===== src/rtl/mem_verify.sv =====
// Read-back checker for the identity-initialised S-memory: walks START_ADDR..END_ADDR,
// compares each word with its own address and reports count and first failing address.
module mem_verify #(
  parameter logic [7:0] START_ADDR = 8'h00,
  parameter logic [7:0] END_ADDR   = 8'hFF
) (
  input  logic       clk,
  input  logic       reset,
  input  logic       start_flag,
  output logic [7:0] address,
  output logic       wren,
  input  logic [7:0] q,
  output logic       done_flag,
  output logic       pass,
  output logic [8:0] error_count,
  output logic       err_seen,
  output logic [7:0] first_err_addr
);

  typedef enum logic [2:0] {
    IDLE  = 3'd0,
    ADDR  = 3'd1,
    WAIT  = 3'd2,
    CHECK = 3'd3,
    DONE  = 3'd4
  } state_e;

  state_e     state_q, state_d;
  logic [7:0] counter_q, counter_d;
  logic [8:0] errCount_q, errCount_d;
  logic       errSeen_q, errSeen_d;
  logic [7:0] firstErr_q, firstErr_d;

  always_ff @(posedge clk) begin
    if (reset) begin
      state_q    <= IDLE;
      counter_q  <= START_ADDR;
      errCount_q <= '0;
      errSeen_q  <= 1'b0;
      firstErr_q <= '0;
    end else begin
      state_q    <= state_d;
      counter_q  <= counter_d;
      errCount_q <= errCount_d;
      errSeen_q  <= errSeen_d;
      firstErr_q <= firstErr_d;
    end
  end

  always_comb begin
    state_d    = state_q;
    counter_d  = counter_q;
    errCount_d = errCount_q;
    errSeen_d  = errSeen_q;
    firstErr_d = firstErr_q;
    case (state_q)
      IDLE, DONE: begin
        if (state_q == IDLE) counter_d = START_ADDR;
        if (start_flag) begin
          state_d    = ADDR;
          counter_d  = START_ADDR;
          errCount_d = '0;
          errSeen_d  = 1'b0;
          firstErr_d = '0;
        end
      end
      ADDR: state_d = WAIT;
      WAIT: state_d = CHECK;
      CHECK: begin
        // The RAM read of counter_q has settled by now, so q belongs to this address.
        if (q != counter_q) begin
          errCount_d = errCount_q + 9'd1;
          if (!errSeen_q) begin
            errSeen_d  = 1'b1;
            firstErr_d = counter_q;
          end
        end
        if (counter_q == END_ADDR) begin
          state_d = DONE;
        end else begin
          counter_d = counter_q + 8'd1;
          state_d   = ADDR;
        end
      end
      default: begin
        state_d   = IDLE;
        counter_d = START_ADDR;
      end
    endcase
  end

  assign address        = counter_q;
  assign wren           = 1'b0;
  assign done_flag      = (state_q == DONE);
  assign pass           = (state_q == DONE) && (errCount_q == 9'd0);
  assign error_count    = errCount_q;
  assign err_seen       = errSeen_q;
  assign first_err_addr = firstErr_q;

endmodule


===== config.mk =====
export PLATFORM = sky130hd
export DESIGN_NAME = mem_verify
export DESIGN_NICKNAME = d
export VERILOG_FILES = /design/src/rtl/mem_verify.sv
export SDC_FILE = /design/constraint.sdc
export NUM_CORES = 1
export LEC_CHECK = 0
export ABC_AREA = 0
export BUFFER_PORTS_ARGS = -buffer_cell sky130_fd_sc_hd__buf_2
export CORE_MARGIN = 2
export CORE_UTILIZATION = 40
export CTS_BUF_LIST = sky130_fd_sc_hd__clkbuf_8
export DETAILED_ROUTE_END_ITERATION = 10
export GPL_TIMING_DRIVEN = 0
export PLACE_DENSITY = 0.63
export RECOVER_POWER = 100
export SLEW_MARGIN = 5
export SYNTH_ARGS = -nofsm -noshare
export SYNTH_HDL_FRONTEND = slang
export SYNTH_SLANG_ARGS = --single-unit

===== constraint.sdc =====
create_clock -name clk -period 2 [get_ports clk]
set_clock_uncertainty 0.1 [all_clocks]
set_input_delay 0 -clock clk [delete_from_list [all_inputs] [get_ports clk]]
set_output_delay 0 -clock clk [all_outputs]
set_load 0.05 [all_outputs]

==> impl_metrics.csv <==
group,metric,value,unit
cells_and_area,antenna_cells,0,
floorplanning,dieWidth,66.08,µm
critical_path,critPathArrivalTime,1990,ps
logic_synthesis,edff_count_synth,0,
sta,final-hold-violation-count,0,
sta,unrepaired_setup_endpoints_after_global_routing,"no",
critical_path,timing.critical_path.fanout_max,9,
clock_network,clock-root-buffer,"sky130_fd_sc_hd__clkbuf_8",
critical_path,reg2reg_from,"state_q[0]$_SDFFE_PP0P_",
sta,max_freq,520.0,MHz
floorplanning,die_ht,66.08,µm
logic_synthesis,synth.area.mux_share,0,%
clock_network,cts_buffer_depth,2,
logic_synthesis,synthesized_area_fraction_occupied_by_adder_cells,2.435,%
logic_synthesis,dominantRegCellSynth,"sky130_fd_sc_hd__dfxtp_1",
sta,slew_headroom,59.93,%
detailed_routing,wirelength_met1,1823,µm
critical_path,worstSetupStartpointType,"flop",
critical_path,worstSetupEndpointType,"flop",
detailed_routing,drtIter0Drc,78,
detailed_routing,vias_post_dr,1493,
floorplanning,pin_count,40,
detailed_routing,drt-vias-per-instance,5.550,
cells_and_area,mostFrequentLayoutCell,"sky130_fd_sc_hd__clkbuf_1",
pwr,totalPowerFinal,0.001472,W
cells_and_area,area.growth.synth_to_final,22.40,%
logic_synthesis,synth_area_per_cell,8.709,µm²
detailed_routing,met3RoutedLength,240,µm
sta,slew_viol_final,0,
logic_synthesis,synth_seq_cells,29,
logic_synthesis,synth_fp_nets,191,
placed_design,globalplace.congestion,0.8144,
sta,final-setup-viol-count,0,
logic_synthesis,synth_compound_area_share,23.70,%
floorplanning,row_count,22,
clock_network,cts_max_level,2,
critical_path,cp_data_required_time,2070,ps
pwr,ir_worst_vdd,0.4008,mV
logic_synthesis,synth.yosys.warnings,0,
floorplanning,starting_utilization_of_the_core_area,41.79,%
min_path,hold_path.class,"in2reg",
clock_network,cts_tree,"yes",
sta,hold_worst_slack,132.8,ps
cells_and_area,highest_count_cells_in_the_layout_ignoring_fill_and_taps,"sky130_fd_sc_hd__clkbuf_1 (29), sky130_fd_sc_hd__dfxtp_1 (26), sky130_fd_sc_hd__nand2_1 (14), sky130_fd_sc_hd__nand3_1 (10)",
min_path,hold_path_startpoint,"reset",
detailed_routing,route.top_layer_used,"met4",
cells_and_area,final.fill_count,386,
critical_path,cpMaxStageDelayCell,"sky130_fd_sc_hd__or3b_4",
logic_synthesis,yosys.cell_types.count,51,
clock_network,clkSlewWorstSetupHoldPaths,60,ps
sta,final_min_period_over_clock_period,96.15,%
global_route,grt.total_usage,19.58,%
logic_synthesis,post_synth_and_or_nand_nor_area_fraction,25.57,%
detailed_routing,routed_wirelength,3876,µm
critical_path,critical_path.startpoint,"state_q[0]$_SDFFE_PP0P_",
global_route,grt_pass1_wl,6334,µm
placed_design,placement.cell_area,1794,µm²
outcome,run_status,"complete, no violations",
detailed_routing,drc_errors,0,
global_route,grt_pass1_vias,1301,
global_route,maximum_number_of_pins_on_one_net_before_global_route_repair,11,
detailed_routing,drt_pass1_iterations,4,
run,maxCapViolCount,0,
logic_synthesis,syn_area,1541,µm²
floorplanning,floorplan_core_area,3689,µm²
critical_path,critical_path_class,"reg2reg",
logic_synthesis,post_synth_xor_area_fraction,5.114,%
critical_path,rrSetupSlack,80,ps
global_route,gr-total-overflow,0,
clock_network,cts_made_buffers,5,
global_route,grt_antenna_before_repair,0,
clock_network,cts_sinks,29,
logic_synthesis,synth.yosys.seq_area_share,37.66,%
sta,timing_worst_slew_pin_value,603.7,ps
critical_path,timing.critical_path.cells,"buf_6 -> or3b_4 -> and3_4 -> buf_6 -> or3_1 -> o221ai_2 -> o41ai_1",
critical_path,timing.critical_path.mode_cell,"sky130_fd_sc_hd__buf_6",
cells_and_area,layout_cell_share_with_drive_strength_beyond_1,17.19,%
cells_and_area,number_of_nets_in_the_layout,235,
pwr,power.static_leakage,0.6630,nW
pwr,power_density,780.3,nW/µm²
cells_and_area,final_cell_area,1887,µm²
placed_design,port_buffers,37,
placed_design,hpwlAfterDp,2835,µm
logic_synthesis,combinational_family_with_the_most_area_after_synthesis,"simple AND/OR/NAND/NOR gates",
sta,period_minus_slack,1923,ps
logic_synthesis,netlist_instances,177,
critical_path,critPathMaxStageDelay,390,ps
detailed_routing,route.antenna.remaining_nets,0,
floorplanning,die_area,4367,µm²
detailed_routing,route.met2.wl,1745,µm
clock_network,clk-insertion-delay-late,280,ps
logic_synthesis,synth-async-reset-ratio,0,%
detailed_routing,avgRoutedWirePerCell,14.41,µm
## stage by stage
step | std cells | setup TNS [ps] | util [%] | worst slack [ps]
final | 269 | 0 | 51.15 | 76.95
after global routing | 269 | 0 | 51.15 | 2.675
after CTS | 270 | 0 | 51.53 | 25.00
after detailed placement | 262 | -366.2 | 48.64 | -59.13
after global placement | 262 | -300.7 | 48.64 | -52.07
after floorplan | 177 | 0 | - | 17.09
## worst max-delay path: cells and delay by family (launching register included)
kind | cells | cell delay, ps
buf+inv | 2 | 260
flops | 1 | 300
simple gates | 3 | 920
compound gates | 2 | 220
## area by class of cell
cell class              instances  area (µm²)  area share (%)
flip-flops and latches         29       584.3           30.97
repair buffers                 39       168.9           8.952
clock inverters                 1       3.754          0.1989
multi-input cells             132       913.4           48.41
clock buffers                   6       82.58           4.377
well taps                      48       60.06           3.183
inverters                       7       26.28           1.393
plain buffers                   7       47.55           2.520
## what timing repair did
action	in CTS	in global routing
endpoints found under the hold margin	1	0
setup buffers	1	0
setup endpoints to repair	8	21
pin swaps	2	0
hold buffers	1	0
resized for setup	2	8
## power breakdown
group	internal, W	switching, W
Sequential	0.000600	0.0000315
Clock	0.000267	0.000212
Combinational	0.000152	0.000210
Total	0.00102	0.000453
## synth_stat cells (2+ instances only)
cell	instances	area (µm²)
sky130_fd_sc_hd__a21oi_1	7	35.03
sky130_fd_sc_hd__clkbuf_1	4	15.01
sky130_fd_sc_hd__nand3_1	10	50.05
sky130_fd_sc_hd__nor3_1	5	25.02
sky130_fd_sc_hd__nand2_1	14	52.55
sky130_fd_sc_hd__a22oi_1	2	15.01
sky130_fd_sc_hd__nor3b_1	3	22.52
sky130_fd_sc_hd__nand3b_1	3	22.52
sky130_fd_sc_hd__inv_1	7	26.28
sky130_fd_sc_hd__o21ai_0	7	35.03
sky130_fd_sc_hd__nor4b_1	3	26.28
sky130_fd_sc_hd__o21a_1	4	30.03
sky130_fd_sc_hd__and4_1	3	26.28
sky130_fd_sc_hd__or3_1	3	18.77
sky130_fd_sc_hd__o221ai_1	2	17.52
sky130_fd_sc_hd__and3_1	4	25.02
sky130_fd_sc_hd__o211ai_1	2	15.01
sky130_fd_sc_hd__a211oi_1	2	15.01
sky130_fd_sc_hd__nor2_1	11	41.29
sky130_fd_sc_hd__dfxtp_1	29	580.6
sky130_fd_sc_hd__buf_2	2	10.01
sky130_fd_sc_hd__ha_1	3	37.54
sky130_fd_sc_hd__xnor2_1	9	78.83
sky130_fd_sc_hd__nand4_1	3	18.77
sky130_fd_sc_hd__a22o_1	7	61.31
sky130_fd_sc_hd__buf_6	2	22.52
sky130_fd_sc_hd__nor4_1	2	12.51
## flip-flops by register name, summed over array words and instances (netlist names)
name,flops
err_seen,1
state_q,3
error_count,9
first_err_addr,8
address,8
## layer usage
metal	vias to the layer above	global-route usage (%)
met5	-	0
met4	0	8.418
met3	5	5.622
met2	46	29.63
met1	687	25.84
li1	755	-
## worst paths after layout
| check | to | cells past startpoint |
|---|---|---|
| worst min register to register | first_err_addr[4]$_SDFFE_PP0P_ | 1 |
| worst max-delay path | error_count[3]$_SDFFE_PP0P_ | 7 |
| worst min-delay path | address[2]$_SDFFE_PP0P_ | 2 |
| worst max register to register | error_count[3]$_SDFFE_PP0P_ | 7 |
## logic make-up after synthesis
kind of cell | Yosys count
and+or+nand+nor | 70
AOI/OAI and AO/OA | 49
DFF | 29
buffers and inverters | 16
xor gates and xnor gates | 9
adders and majority gates | 3
other | 1
Note: power is estimated with default switching activity, not from simulation.
